## config.mk

```make
export PLATFORM = sky130hd
export DESIGN_NAME = stream_mux_rr
export DESIGN_NICKNAME = d
export VERILOG_FILES = /design/src/rtl/stream_mux_rr.sv
export SDC_FILE = /design/constraint.sdc
export NUM_CORES = 1
export LEC_CHECK = 0
export CORE_AREA = 4 4 84 86
export DETAILED_ROUTE_END_ITERATION = 12
export DIE_AREA = 0 0 88 90
export PLACE_DENSITY = 0.84
export SLEW_MARGIN = 5
export SYNTH_ARGS = -nofsm -noshare
export SYNTH_HDL_FRONTEND = slang
export SYNTH_SLANG_ARGS = --single-unit
```

## constraint.sdc

```tcl
create_clock -name clk -period 3.9 [get_ports clk]
set_input_delay 0.585 -clock clk [delete_from_list [all_inputs] [get_ports clk]]
set_output_delay 0.585 -clock clk [all_outputs]
set_load 0.01 [all_outputs]
```

## src/rtl/stream_mux_rr.sv

```systemverilog
// stream_mux_rr: registered N-channel valid/ready stream mux with external-select or round-robin grant
module stream_mux_rr #(
  parameter int WIDTH = 32,
  parameter int NCH = 4,
  parameter int MODE = 0,
  localparam int SELW = $clog2(NCH)
) (
  input  logic                   clk,
  input  logic                   rst,
  input  logic [NCH*WIDTH-1:0]   in_data,
  input  logic [NCH-1:0]         in_valid,
  output logic [NCH-1:0]         in_ready,
  input  logic [SELW-1:0]        sel,
  output logic [WIDTH-1:0]       out_data,
  output logic                   out_valid,
  input  logic                   out_ready,
  output logic [SELW-1:0]        out_chan
);
  logic [WIDTH-1:0] out_data_q, out_data_d;
  logic [SELW-1:0]  out_chan_q, out_chan_d, ptr_q, ptr_d, grant;
  logic             out_valid_q, out_valid_d, has_grant, load_en, xfer;
  int               idx;
  assign load_en = !out_valid_q || out_ready;
  assign xfer = !rst && load_en && has_grant && in_valid[grant];
  assign in_ready = (!rst && load_en && has_grant) ? NCH'(1) << grant : '0;
  assign out_data = out_data_q;
  assign out_valid = out_valid_q;
  assign out_chan = out_chan_q;
  // grant: external select (out-of-range means none) or first valid channel at or after ptr
  always_comb begin
    idx = 0;
    grant = sel;
    has_grant = 32'(sel) < NCH;
    if (MODE != 0) begin
      grant = '0;
      has_grant = 1'b0;
      for (int i = NCH - 1; i >= 0; i--) begin
        idx = (int'(ptr_q) + i) % NCH;
        if (in_valid[idx]) begin
          grant = SELW'(idx);
          has_grant = 1'b1;
        end
      end
    end
  end
  // next output register contents and round-robin pointer (explicit wrap for non-power-of-2 NCH)
  always_comb begin
    out_valid_d = xfer || (out_valid_q && !load_en);
    out_data_d = xfer ? in_data[grant*WIDTH +: WIDTH] : out_data_q;
    out_chan_d = xfer ? grant : out_chan_q;
    ptr_d = xfer ? ((32'(grant) == NCH - 1) ? '0 : grant + SELW'(1)) : ptr_q;
  end
  // state registers; reset discards any held beat
  always_ff @(posedge clk) begin
    if (rst) begin
      out_valid_q <= 1'b0;
      out_data_q <= '0;
      out_chan_q <= '0;
      ptr_q <= '0;
    end else begin
      out_valid_q <= out_valid_d;
      out_data_q <= out_data_d;
      out_chan_q <= out_chan_d;
      ptr_q <= ptr_d;
    end
  end
endmodule

```

# Word-level counts from Yosys, hierarchy flattened
# Index checks and enable logic that the tools add are counted.
op_classes:
  muxes: 3
  shifts: 2
  order_cmp: 1
  reduce_logical: 8
ops:
  columns: ["operator", "count"]
  rows:
  - ["128-bit by 8-bit variable part select with 32-bit output", 1]
  - ["4-bit 2-to-1 mux", 1]
  - ["1-bit by 2-bit left shift with 4-bit output, first input constant", 1]
  - ["1-bit logical AND", 3]
  - ["1-bit logical NOT", 3]
  - ["2-bit by 3-bit less-than comparator with 1-bit output, second input constant", 1]
  - ["1-bit binary-select mux with 2-bit select", 1]
  - ["1-bit logical OR", 2]
  - ["1-bit 2-to-1 mux", 1]
word_totals:
  output_inout_bits: 39
  regBits: 35
  elab_cells: 17
  in_bits: 137

# Logic depth before layout (Yosys ltp)
depth:
  ltp_word: 5
  mapped_depth: 6
  ltp_nobuf: 4

# Worst setup path after synthesis
# Ideal clock, no wire load.
synth_timing:
  kind: "input-to-output"
  startpoint: "input port sel[1]"
  endpoint: "output port in_ready[3]"
  path_buffers: 2
  cell_stages: 4
  slack_ns: 1.766
  arrival_ns: 1.549
  path_cell_list: "buf_2 > buf_2 > inv_1 > nor4b_1"
synth_between:
  elab_chain_cells: 2
synth_rtl:
  columns: ["element", "line", "rtl"]
  rows:
  - ["start, declared", "13", "input logic [SELW-1:0] sel,"]
  - ["1-bit by 2-bit left shift with 4-bit output", "25", "assign in_ready = (!rst && load_en && has_grant) ? NCH'(1) << grant : '0;"]
  - ["4-bit 2-to-1 mux", "25", null]
  - ["end, declared", "12", "output logic [NCH-1:0] in_ready,"]
# Every way passes these cells.

# Worst setup path after layout
# Ends and elaborated chain as after synthesis.

==> results.cfg <==
[global_routing]
grtUsageMet2 = 0.3863
grt_max_degree = 40
grt_pass1_vias = 2620
gr-max-usage-layer = met2
track_usage = 0.2076
grt_overflow_total = 0
grt_util_met1 = 0.2335
grt_pass1_wl_mm = 12.92
antenna_found_initial = 0
grt_use_met3 = 0.04113

[synthesis]
netlist_area_um2 = 2172
post-synth-top-area-cell = mux4_2
synth_fp_nets = 347
synth_top_cell_area_share = 0.3318
synthFlopType = dfxtp_1
synth_edf_count = 0
synthArstFlopShare = 0
ys_seq_elements = 35
syn_avg_cell_area_um2 = 10.34
synth_common_cells = a21oi_1 (35), dfxtp_1 (35), nand3_1 (34), mux4_2 (32), o21ai_0 (29)
yosysWarningCount = 0
synth_cells = 210
yosysSeqAreaShare = 0.3226
synth_area_leaders = mux4_2 (33%), dfxtp_1 (32%), a21oi_1 (8.1%)
ys_types = 23

[timing]
min_period_over_period = 0.7680
relSlewSlack = 0.2542
period_minus_slack_ns = 2.995
tightestPinTransition_ns = 1.119
hold_violations = 0
finClkSkew_ns = 0.002999
setup_violations = 0
setup_tns_ns = 0
slew_violations = 0
rsz0062_at_grt = no
max_freq_ghz = 0.3339

[routing]
remaining_drc_errors = 0
vias = 2420
vias_per_cell = 5.402
wl_per_cell_um = 18.52
antenna_left = 0
dr.pass1.iters = 4
drt_iter0_drc = 71
drt-total-wl_mm = 8.298

[setup_path]
cp.required_ns = 3.31
critical_path_peak_fanout = 39
reg2reg_depth = 5
endpoint_kind = output pin
r2r_end = out_data[7]
critPathLaunchType = input pin
worst-r2r-setup-slack_ns = 1.83
crit_type = in2out
worstPathArrival_ns = 2.41
setup.worst_path.start = sel[1]
worst_r2r_startpoint = out_valid

[layout]
fill_cells = 541
area_growth_pct = 84.56
antenna_cells = 0
multiInputGateArea_um2 = 1336
nNetsFinal = 507
drive_gt1_frac = 0.1267
register_area_um2 = 700.7

[clocking]
cts_sinks = 35
clock_latency_ns = 0.27
cts_max_path_buffers = 2
path_clk_slew_ns = 0.07
cts_resized = 0
tritoncts = done
htreeDepth = 2
cts_hold_buf = 0
post-cts-setup-buffers = 0
numCtsBuffers = 5
clock-root-buffer = clkbuf_8

[floorplanning]
die_y_um = 90
core_um2 = 6277
placement_rows = 29
fp.dieW_um = 88
ioPinCount = 176
initial_utilization = 0.3460
dieArea_um2 = 7920

[power]
p_sw_frac = 0.2573
vdd_drop_max_v = 0.0001587
leakage_nw = 1.375
p_int_mw = 0.7995
p_sw_mw = 0.2770
p_per_area_nw_per_um2 = 268.5
p_total_mw = 1.076
p_seq_frac = 0.375
clkPwrFrac = 0.266
comb_power_share = 0.360

[placed_design]
hpwl_mm = 6.483
place.gp.congestion = 0.7840
port-buffer-count = 175

[hold_path]
worstHoldEndpoint = out_data[30]
min_delay_path_depth = 2
min-delay-start = out_data[30]
min_path_type = reg2reg

[status]
status = complete, no violations

[run]
cap_viol_max_count = 0
==> metal layers <==
metal  part of all wire  wire [um]  up-vias
li1                   -          -     1137
met1               0.37       3046     1175
met5                  0          0        -
met3              0.066        550        8
met4              0.012        103        0
met2               0.55       4598      100
==> worst max-delay path, stage by stage <==
cell,delay (ns)
buf_2,0.68
inv_1,0.20
nor4b_1,0.35
clkdlybuf4s50_1,0.59
==> registers in the layout, indices dropped and copies added, names as in the netlist <==
register	flops
out_chan	2
out_data	32
out_valid	1
==> per-stage QoR <==
step	hold slack (ns)	setup WS [ns]	area (um^2)	std cells	utilization
global route	0.4855	0.7406	4009	448	0.6386
global placement	0.4493	0.9477	3909	440	0.6227
floorplan	0.4881	1.766	2172	210	-
detailed placement	0.4567	0.9063	3909	440	0.6227
CTS	0.4650	0.8989	4009	448	0.6386
finish	0.4614	0.9049	4009	448	0.6386
==> layout make-up <==
| type | instances | area share |
|---|---|---|
| Timing Repair Buffer | 179 | 0.4419 |
| Multi-Input combinational cell | 148 | 0.3333 |
| Sequential cell | 35 | 0.1748 |
| Clock buffer | 8 | 0.02497 |
| Tap cell | 77 | 0.02403 |
| Inverter | 1 | 0.0009363 |
==> kinds of logic (layout without fill, tap and decap cells) <==
logic type             Yosys count  count (layout)  synth area share
AO/OA/AOI/OAI                   69              69            0.1590
AND/OR/NAND/NOR                 45              45            0.1118
flip-flops                      35              35            0.3226
multiplexers                    34              34            0.3416
buffers and inverters           27             188           0.06508
==> worst max path at each step <==
stage | end | depth (start not counted)
2_1_floorplan | in_ready[3] | 4
4_1_cts | in_ready[3] | 4
6_report | in_ready[3] | 4
3_3_place_gp | in_ready[3] | 4
5_1_grt | in_ready[2] | 4
3_5_place_dp | in_ready[3] | 4
==> cell usage in the layout (no fill, tap or decap), drive strengths merged, types with 2 or more instances in the layout <==
cell,instances
buf,6
nand3,34
nor4,2
mux4,32
clkbuf,8
a21oi,35
o21ai,34
dfxtp,35
nor4b,2
clkdlybuf4s50,173
==> power groups by stage <==
stage | clock network (mW) | registers (mW) | logic (mW)
after floorplan | 0 | 0.425 | 0.149
final | 0.286 | 0.403 | 0.387
after global routing | 0.306 | 0.407 | 0.414
after detailed placement | 0 | 0.411 | 0.388
after CTS | 0.292 | 0.403 | 0.390
after global placement | 0 | 0.410 | 0.381
(Power assumes the default switching activity.)
==> patch: new RTL, same flow settings <==
Take the reset off `out_data_q` and load it in a clocked block of its own.
--- a/src/rtl/stream_mux_rr.sv
+++ b/src/rtl/stream_mux_rr.sv
@@ -54,15 +54,17 @@
   always_ff @(posedge clk) begin
     if (rst) begin
       out_valid_q <= 1'b0;
-      out_data_q <= '0;
       out_chan_q <= '0;
       ptr_q <= '0;
     end else begin
       out_valid_q <= out_valid_d;
-      out_data_q <= out_data_d;
       out_chan_q <= out_chan_d;
       ptr_q <= ptr_d;
     end
   end
+
+  always_ff @(posedge clk) begin
+    out_data_q <= out_data_d;
+  end
 endmodule
 
Check against the original RTL: differs if rst is asserted again (counterexample within 4 cycles, from zero or initial values and one cycle with rst high); with rst held inactive, the same outputs for 10 cycles.
==> patch against the original RTL <==
Synthesized area fell by 5.2%; final area fell by 2.1%; sequential cell count did not move; worst setup slack improved by 0.11 ns; sequential power rose by 12%; routed wire length fell by 25%; fmax rose by 3.8%; power fell by 7.8%; count of clock-buffer cells in the layout did not move; critical endpoint unchanged; largest cell class unchanged.
==> patch: results (changes against the original RTL) <==
metric	value	unit	change
Clk pwr share	0.240		was 0.266
Static Leak	1.41	nW	was 1.37 nW
internal power	789	uW	was 799 uW
setup slack, reg-to-reg	2.11	ns	was 1.83 ns
Slowest cell on crit path	clkdlybuf4s50_1		was buf_2
First-pass DRT Iterations	5		was 4
DR WL/cell	17.8	um	was 18.5 um
PD cells	253	nW/um^2	was 269 nW/um^2
Max Used Layer	met4		unchanged
drt via density	4.95		was 5.40
Worst Skew	0.00299	ns	was 0.00300 ns
synthesized area per cell	21.2	um^2	was 10.3 um^2
hold_sp	out_chan[0]		was out_data[30]
Largest register FFs	32		unchanged
Post-DP HPWL	5270	um	was 6480 um
Mapped Nets	234		was 347
Max-slew headroom	0.422		was 0.254
Post-Place Cells	343		was 440
Post-synth top cells	edfxtp_1, mux4_1, mux4_2		was a21oi_1, dfxtp_1, nand3_1
met3 wire length	850	um	was 550 um
# diodes	0		unchanged
ys async rst share	0		unchanged
mux cell area share after synthesis	0.419		was 0.342
Synth area leaders	edfxtp_1, mux4_1, mux4_2		was mux4_2, dfxtp_1, a21oi_1
first-pass GRT wire length	9050	um	was 12900 um
crit-path max FO	9		was 39
Starting DRT DRC Count	32		was 71
R2R depth	3		was 5
met1 WL	1770	um	was 3050 um
outcome	finished, final reports clean		unchanged
non-filler cells, final	351		was 448
complex-gate fraction of the synthesized area	0.0176		was 0.159
worst slack, placed	1.01	ns	was 0.906 ns
Flop pwr share	0.456		was 0.375
Placed Area	3840	um^2	was 3910 um^2
Fin Hold WS	0.554	ns	was 0.461 ns
WP data arrival	2.30	ns	was 2.41 ns
DR WL met2	3510	um	was 4600 um
FF-to-FF End	out_data[30]		was out_data[7]
total of fill cells in the finished design	489		was 541
hold path depth	3		was 2
delay of the slowest cell on the worst path	0.72	ns	was 0.68 ns
number of global-route vias before repair	1875		was 2620
Area Overhead vs Synth	90.6	%	was 84.6%
post-synthesis sequential area ratio	0.496		was 0.323
Post-synth EDFFs	32		was 0
post-synth cell types	21		was 23
Worst VDD drop	0.000137	V	was 0.000159 V
GPL Wtd Cong	0.794		was 0.784
worst r2r src	out_valid		unchanged
post-synthesis instance total	97		was 210
GRT Util Overall	0.152		was 0.208
initial antenna violation count	0		unchanged
patch: changes by cell type in the layout (fill, tap and decap cells not counted), sizes merged, moves of 32 or more:
| cell | change |
|---|---|
| a21oi | -34 |
| edfxtp | +32 |
| o21ai | -34 |
| nand3 | -33 |
| dfxtp | -32 |
patch: area by class of cell:
class / count / area share
repair buffers: 177 / 0.449
multi-input cells: 50 / 0.242
well taps: 77 / 0.0245
clock buffers: 8 / 0.0204
inverters: 4 / 0.00383
flip-flops and latches: 35 / 0.260
patch: how the worst max path moves through the flow:
stage                      start           to  slack (ns)  cells after the start
after floorplan           sel[0]  out_data[0]        1.07                      4
after global placement    sel[1]  in_ready[3]        1.08                      4
after detailed placement  sel[1]  in_ready[3]        1.01                      4
after CTS                 sel[1]  in_ready[3]        1.01                      4
after global routing      sel[1]  in_ready[3]        0.96                      4
final                     sel[1]  in_ready[3]        1.01                      4
patch: routing by layer:
layer	up-vias	global-route usage
li1	802	-
met1	806	0.131
met2	121	0.296
met3	9	0.0704
met4	0	0.0435
met5	-	0
